[config.mk]
export PLATFORM = sky130hd
export DESIGN_NAME = hilo_mult_unit_flat
export DESIGN_NICKNAME = d
export VERILOG_FILES = /design/src/rtl/hilo_pkg.sv /design/src/rtl/hilo_if.sv /design/src/rtl/hilo_mult_unit_iter_mult_core.sv /design/src/rtl/hilo_mult_unit.sv /design/src/flat_wrapper.sv
export SDC_FILE = /design/constraint.sdc
export NUM_CORES = 1
export LEC_CHECK = 0
export ABC_AREA = 1
export ABC_CLOCK_PERIOD_IN_PS = 12600
export CAP_MARGIN = 20
export CORE_MARGIN = 4
export CORE_UTILIZATION = 26
export CTS_CLUSTER_DIAMETER = 150
export DETAILED_ROUTE_END_ITERATION = 8
export GPL_ROUTABILITY_DRIVEN = 1
export PLACE_DENSITY_LB_ADDON = 0.08
export SLEW_MARGIN = 10
export SYNTH_ARGS = -nofsm -noshare
export SYNTH_HDL_FRONTEND = slang
export SYNTH_HIERARCHICAL = 1
export SYNTH_SLANG_ARGS = --single-unit
[constraint.sdc]
create_clock -name clk -period 12.6 [get_ports clk]
set_input_delay 1.89 -clock clk [delete_from_list [all_inputs] [get_ports clk]]
set_output_delay 1.89 -clock clk [all_outputs]
set_load 0.03 [all_outputs]
[src/rtl/hilo_pkg.sv]
// Shared encodings for the HI/LO multiply/accumulate unit: operation codes,
// FSM states and the default datapath width.
package hilo_pkg;

    localparam int DATA_W = 32;

    typedef enum logic [2:0] {
        OP_MULT  = 3'b000,
        OP_MULTU = 3'b001,
        OP_MADD  = 3'b010,
        OP_MSUB  = 3'b011,
        OP_MTHI  = 3'b100,
        OP_MTLO  = 3'b101
    } op_e;

    typedef enum logic [1:0] {
        ST_IDLE = 2'b00,
        ST_CALC = 2'b01,
        ST_FIX  = 2'b10
    } state_e;

endpackage

[src/rtl/hilo_if.sv]
// Request/result bundle between the EX-stage issue logic and the HI/LO unit.
interface hilo_if
    import hilo_pkg::*;
#(
    parameter int W = DATA_W
) ();

    logic         start;
    logic [2:0]   op;
    logic [W-1:0] a;
    logic [W-1:0] b;
    logic         busy;
    logic         done;
    logic [W-1:0] hi;
    logic [W-1:0] lo;

    modport master (output start, op, a, b, input busy, done, hi, lo);
    modport slave  (input start, op, a, b, output busy, done, hi, lo);

endinterface

[src/rtl/hilo_mult_unit_iter_mult_core.sv]
// Unsigned W x W radix-2 shift-add multiplier: one multiplier bit per step,
// W steps after a load; product is 2*W bits wide.
module iter_mult_core
    import hilo_pkg::*;
#(
    parameter int W = DATA_W
) (
    input  logic           clk,
    input  logic           reset,
    input  logic           load,
    input  logic           step,
    input  logic [W-1:0]   mcand,
    input  logic [W-1:0]   mplier,
    output logic [2*W-1:0] product,
    output logic           done
);

    localparam int CW = $clog2(W) + 1;

    logic [2*W-1:0] mcand_r;
    logic [W-1:0]   mplier_r;
    logic [2*W-1:0] prod_r;
    logic [CW-1:0]  cnt_r;

    // done flags the step that consumes the last multiplier bit
    assign done    = step && (cnt_r == CW'(W - 1));
    assign product = prod_r;

    // shift-add datapath and step counter
    always_ff @(posedge clk or negedge reset) begin
        if (!reset) begin
            mcand_r  <= {(2*W){1'b0}};
            mplier_r <= {W{1'b0}};
            prod_r   <= {(2*W){1'b0}};
            cnt_r    <= {CW{1'b0}};
        end else if (load) begin
            mcand_r  <= {{W{1'b0}}, mcand};
            mplier_r <= mplier;
            prod_r   <= {(2*W){1'b0}};
            cnt_r    <= {CW{1'b0}};
        end else if (step) begin
            if (mplier_r[0]) begin
                prod_r <= prod_r + mcand_r;
            end else begin
                prod_r <= prod_r;
            end
            mcand_r  <= mcand_r << 1;
            mplier_r <= mplier_r >> 1;
            cnt_r    <= cnt_r + CW'(1);
        end else begin
            mcand_r  <= mcand_r;
            mplier_r <= mplier_r;
            prod_r   <= prod_r;
            cnt_r    <= cnt_r;
        end
    end

endmodule

[src/rtl/hilo_mult_unit.sv]
// EX-stage HI/LO register pair with an iterative multiply/accumulate engine
// (mult, multu, madd, msub, mthi, mtlo); Busy stalls the pipeline during a multiply.
module hilo_mult_unit
    import hilo_pkg::*;
#(
    parameter int DATA_W = hilo_pkg::DATA_W
) (
    input  logic clk,
    input  logic reset,
    hilo_if.slave bus
);

    state_e              state_r, state_n;
    logic [2:0]          op_r;
    logic                neg_r;
    logic                busy_r, done_r;
    logic [DATA_W-1:0]   hi_r, lo_r;

    logic                load_s, step_s, commit_s, mthi_s, mtlo_s;
    logic                signed_s, neg_s, last_s;
    logic [DATA_W-1:0]   a_mag_s, b_mag_s;
    logic [2*DATA_W-1:0] prod_s, p_s, res_s;

    // signed ops multiply magnitudes and re-apply the sign in FIX
    assign signed_s = (bus.op != OP_MULTU);
    assign a_mag_s  = (signed_s && bus.a[DATA_W-1]) ? -bus.a : bus.a;
    assign b_mag_s  = (signed_s && bus.b[DATA_W-1]) ? -bus.b : bus.b;
    assign neg_s    = signed_s && (bus.a[DATA_W-1] ^ bus.b[DATA_W-1]);

    iter_mult_core #(.W(DATA_W)) u_core (
        .clk     (clk),
        .reset   (reset),
        .load    (load_s),
        .step    (step_s),
        .mcand   (a_mag_s),
        .mplier  (b_mag_s),
        .product (prod_s),
        .done    (last_s)
    );

    // FSM next-state and control strobes
    always_comb begin
        state_n  = state_r;
        load_s   = 1'b0;
        step_s   = 1'b0;
        commit_s = 1'b0;
        mthi_s   = 1'b0;
        mtlo_s   = 1'b0;
        case (state_r)
            ST_IDLE: begin
                if (bus.start) begin
                    case (bus.op)
                        OP_MULT, OP_MULTU, OP_MADD, OP_MSUB: begin
                            load_s  = 1'b1;
                            state_n = ST_CALC;
                        end
                        OP_MTHI: mthi_s = 1'b1;
                        OP_MTLO: mtlo_s = 1'b1;
                        default: state_n = ST_IDLE;
                    endcase
                end else begin
                    state_n = ST_IDLE;
                end
            end
            ST_CALC: begin
                step_s = 1'b1;
                if (last_s) begin
                    state_n = ST_FIX;
                end else begin
                    state_n = ST_CALC;
                end
            end
            ST_FIX: begin
                commit_s = 1'b1;
                state_n  = ST_IDLE;
            end
            default: state_n = ST_IDLE;
        endcase
    end

    // signed product and 64-bit wrap-around accumulate into {HI,LO}
    always_comb begin
        p_s = neg_r ? -prod_s : prod_s;
        case (op_r)
            OP_MADD: res_s = {hi_r, lo_r} + p_s;
            OP_MSUB: res_s = {hi_r, lo_r} - p_s;
            default: res_s = p_s;
        endcase
    end

    // FSM state register
    always_ff @(posedge clk or negedge reset) begin
        if (!reset) begin
            state_r <= ST_IDLE;
        end else begin
            state_r <= state_n;
        end
    end

    // latched op context, HI/LO and status outputs
    always_ff @(posedge clk or negedge reset) begin
        if (!reset) begin
            op_r   <= 3'b000;
            neg_r  <= 1'b0;
            busy_r <= 1'b0;
            done_r <= 1'b0;
            hi_r   <= {DATA_W{1'b0}};
            lo_r   <= {DATA_W{1'b0}};
        end else begin
            done_r <= commit_s | mthi_s | mtlo_s;
            if (load_s) begin
                op_r   <= bus.op;
                neg_r  <= neg_s;
                busy_r <= 1'b1;
            end else if (commit_s) begin
                busy_r <= 1'b0;
            end else begin
                busy_r <= busy_r;
            end
            if (commit_s) begin
                {hi_r, lo_r} <= res_s;
            end else if (mthi_s) begin
                hi_r <= bus.a;
            end else if (mtlo_s) begin
                lo_r <= bus.a;
            end else begin
                hi_r <= hi_r;
                lo_r <= lo_r;
            end
        end
    end

    assign bus.busy = busy_r;
    assign bus.done = done_r;
    assign bus.hi   = hi_r;
    assign bus.lo   = lo_r;

endmodule

[src/flat_wrapper.sv]
// flat-port wrapper written by rule: the top's interface ports become plain ports
module hilo_mult_unit_flat import hilo_pkg::*;
#(
    parameter int DATA_W = hilo_pkg::DATA_W
)
  (clk, reset, bus_start, bus_op, bus_a, bus_b, bus_busy, bus_done, bus_hi, bus_lo);
  hilo_if #(.W(32)) bus_i ();
  input  logic clk;
  input  logic reset;
  input wire logic [$bits(bus_i.start)-1:0] bus_start;
  input wire logic [$bits(bus_i.op)-1:0] bus_op;
  input wire logic [$bits(bus_i.a)-1:0] bus_a;
  input wire logic [$bits(bus_i.b)-1:0] bus_b;
  output wire logic [$bits(bus_i.busy)-1:0] bus_busy;
  output wire logic [$bits(bus_i.done)-1:0] bus_done;
  output wire logic [$bits(bus_i.hi)-1:0] bus_hi;
  output wire logic [$bits(bus_i.lo)-1:0] bus_lo;
  assign bus_i.start = bus_start;
  assign bus_i.op = bus_op;
  assign bus_i.a = bus_a;
  assign bus_i.b = bus_b;
  assign bus_busy = bus_i.busy;
  assign bus_done = bus_i.done;
  assign bus_hi = bus_i.hi;
  assign bus_lo = bus_i.lo;
  hilo_mult_unit #(.DATA_W(DATA_W)) u_core (.clk(clk), .reset(reset), .bus(bus_i));
endmodule
==> run metrics <==
run status=finished clean; Worst path slowest cell=sky130_fd_sc_hd__buf_4; Post-synth EDFFs=0; Max rail drop VDD=0.1295 mV; IO Count=136; number of endpoints failing setup at the final stage=0; Clock Sink Count=238; share of the clock period used by the worst path=47.56%; number of max-cap violations=0; fraction of synthesis flops using an asynchronous set or reset pin=100.0%; detailed router's first-iteration violation count=2,195; required time of the worst setup path=13.08 ns; footprint of the flip-flops and latches=5957 um^2; fraction of layout instances using a drive strength above 1=5.308%; signal arrival time at the worst endpoint=6.47 ns; Die Height=324.9 um; largest buffer count on any clock path=3; register bit count reported by yosys=238; total nets after synthesis=4,634; static leakage=0.01559 uW; Buffers & Inverters on Critical Path=5; Critical Path Source Type=register; die width=324.9 um; placer congestion estimate=0.9350; number of gates resized after CTS=0; Overall Global Routing Usage=21.51%; final slew viol count=0; worst setup skew after layout=0.03258 ns; initial antenna violation count=2; insertion delay to the later sink of the worst-skew pair=0.61 ns; combinational power share=72.0%; Initial DRT Pass Iterations=5; DR vias/cell=4.803; number of distinct library cells after synthesis=58; setup bufs post-CTS=0; family with the most delay on the worst path=simple AND/OR/NAND/NOR gates; number of nets in the final layout=4,735; Slew HR=29.14%; global-route congestion overflow total=0; initial standard-cell utilization of the core=26.38%; relative contribution of the clock network to total power=11.6%; number of nets with antenna violations after routing=0; count of unresolved DRC violations after routing=0; core outline area=98,990 um^2; floorplan row count=115; cell at the root of the clock tree=sky130_fd_sc_hd__clkbuf_16; internal power contribution=3847 uW; path class of the lowest-slack min-delay path=reg2reg; upper clock frequency limit=0.1669 GHz; fraction of power spent switching nets=58.55%; path type of the worst setup path=reg2reg; via count of the first global-routing pass=26.96k; Avg Synthesized Cell Area=5.894 um^2; total area of multi-input combinational cells=16,950 um^2; slew at the pin with the worst max-slew slack=1.063 ns; part of the Yosys area used for sequential elements=22.80%; placed wire-length estimate=95.37 mm; largest net degree at the start of global routing=95; NetSw=5434 uW; quantity of hold-fixing buffers added after cts=0; H-tree Lvls=2; total via count in the routed design=28.09k; final routed wirelength across all metal layers=117.1 mm; commonest non-fill, non-tap cell in the layout=sky130_fd_sc_hd__nand2_1; clock-pin slew on the worst setup and hold paths=0.06 ns; area of the mapped netlist=26,120 um^2; first-pass GRT wire length=173.4 mm; final standard cell utilization of the core=30.44%; top fanout value on the critical path=94; fill cell count=11.34k; instance count of the mapped netlist=4,431; most frequent cells in the layout=1,436 x sky130_fd_sc_hd__nand2_1, 729 x sky130_fd_sc_hd__inv_1, 497 x sky130_fd_sc_hd__nor2_1; PD cells=308.0 nW/um^2; total negative setup slack=0 ns; count of final hold-check violations=0; area growth from synthesis to final layout=15.37%; RSZ-0062 raised after global routing=false; cts bufs inserted=37; number of synthesis warnings=6; number of input and output port buffers inserted=135; most instantiated flip-flop cell in the synthesis netlist=sky130_fd_sc_hd__dfrtp_1; sequential power share=16.4%; Crit. End Element=register; clock tree from TritonCTS=yes; WL/cell=20.03 um; cell with the most instances on the worst path=sky130_fd_sc_hd__nand3_1; Min Clock Period, post-route=5.992 ns; area of the die=105,600 um^2; CP max stage delay=0.75 ns
[routing by layer]
| metal | up-vias | track usage (%) | share of wire, % |
|---|---|---|---|
| li1 | 14270 | - | - |
| met1 | 13100 | 30.50 | 49 |
| met2 | 605 | 34.96 | 45 |
| met3 | 111 | 2.243 | 3.8 |
| met4 | 0 | 5.339 | 2.6 |
| met5 | - | 0 | 0 |
[cell type report]
class	instances	area share, %
tap	1287	5.344
multi-input combinational	3345	56.24
sequential	238	19.77
clock buffer	49	3.455
antenna	3	0.02491
inverter	748	9.318
timing repair buffer	162	5.216
clock inverter	17	0.6312
[flip-flops by register name, summed over array words and instances, names as in the netlist]
name                    count
u_core/u_core/mcand_r      64
u_core/u_core/product      64
u_core/bus.hi              32
u_core/bus.lo              32
u_core/u_core/mplier_r     32
u_core/u_core/cnt_r         6
u_core/op_r                 3
u_core/state_r              2
u_core/bus.busy             1
u_core/bus.done             1
u_core/neg_r                1
[synth_stat cells (all sizes together) (3+ instances only)]
| cell | instances | area [um^2] |
|---|---|---|
| a22oi | 4 | 30.03 |
| o21a | 11 | 83.83 |
| o21bai | 15 | 112.6 |
| o31ai | 13 | 97.59 |
| o221ai | 59 | 516.8 |
| clkinv | 3 | 11.26 |
| a31oi | 43 | 269.0 |
| nor2 | 539 | 2187 |
| nand2 | 1471 | 5612 |
| or2 | 22 | 137.6 |
| nor4 | 16 | 112.6 |
| a21oi | 211 | 1056 |
| clkbuf | 67 | 251.5 |
| a21o | 19 | 142.6 |
| inv | 745 | 2796 |
| ha | 131 | 1639 |
| o211ai | 27 | 202.7 |
| nor3 | 61 | 345.3 |
| nand4 | 37 | 231.5 |
| nand3b | 19 | 142.6 |
| dfrtp | 238 | 5956 |
| xnor2 | 51 | 446.7 |
| a21boi | 4 | 30.03 |
| buf | 33 | 173.9 |
| xor2 | 91 | 797.0 |
| o21ai | 213 | 1100 |
| nor3b | 3 | 22.52 |
| o22ai | 6 | 37.54 |
| and3 | 5 | 31.28 |
| nand3 | 258 | 1384 |
[power groups by stage]
stage / clock network [uW] / logic, uW / registers [uW]
floorplan: 0 / 4470 / 1480
global placement: 0 / 6640 / 1540
detailed placement: 0 / 6600 / 1530
CTS: 1120 / 6630 / 1520
global route: 1150 / 7450 / 1560
finish: 1080 / 6680 / 1520
[cell families after synthesis]
family	synth area share, %
simple gates	39.13
buf+inv	12.38
compound gates	14.50
flops	22.80
xor+xnor	4.762
fa+ha+maj	6.429
[through the flow]
stage               setup slack, ns  cell area [um^2]  hold slack, ns  cells  total power [uW]
finish                        6.608             30130          0.4646   5849              9282
global route                  5.961             30130          0.4954   5847             10160
CTS                           6.638             30100          0.4717   5845              9271
detailed placement            6.657             28870          0.4641   5779              8130
global placement              6.738             28870          0.4546   5779              8179
floorplan                     8.400             26120          0.4328   4431              5951
[worst register-to-register path: cells and delay by family (launching register included)]
kind / cells / cell delay, ns
DFF: 1 / 0.33
AOI/OAI and AO/OA: 4 / 0.92
xor gates and xnor gates: 1 / 0.15
and+or+nand+nor: 19 / 2.92
adders and majority gates: 1 / 0.34
buffers and inverters: 5 / 1.19
[path summary, 6_finish.rpt]
kind / slack [ns] / cells after the start / from / to
worst min register to register: 0.46 / 1 / u_core/u_core/cnt_r[4]$_DFFE_PN0P_ / u_core/u_core/cnt_r[4]$_DFFE_PN0P_
min in group asynchronous: 1.31 / 1 / reset / u_core/u_core/product[11]$_DFFE_PN0P_
worst max register to register: 6.61 / 30 / u_core/neg_r$_DFFE_PN0P_ / u_core/bus.hi[28]$_DFFE_PN0P_
worst min-delay path: 0.46 / 1 / u_core/u_core/cnt_r[4]$_DFFE_PN0P_ / u_core/u_core/cnt_r[4]$_DFFE_PN0P_
worst max-delay path: 6.61 / 30 / u_core/neg_r$_DFFE_PN0P_ / u_core/bus.hi[28]$_DFFE_PN0P_
max in group asynchronous: 9.10 / 3 / reset / u_core/u_core/mplier_r[3]$_DFFE_PN0P_
Power figures use the tool's default switching activity.
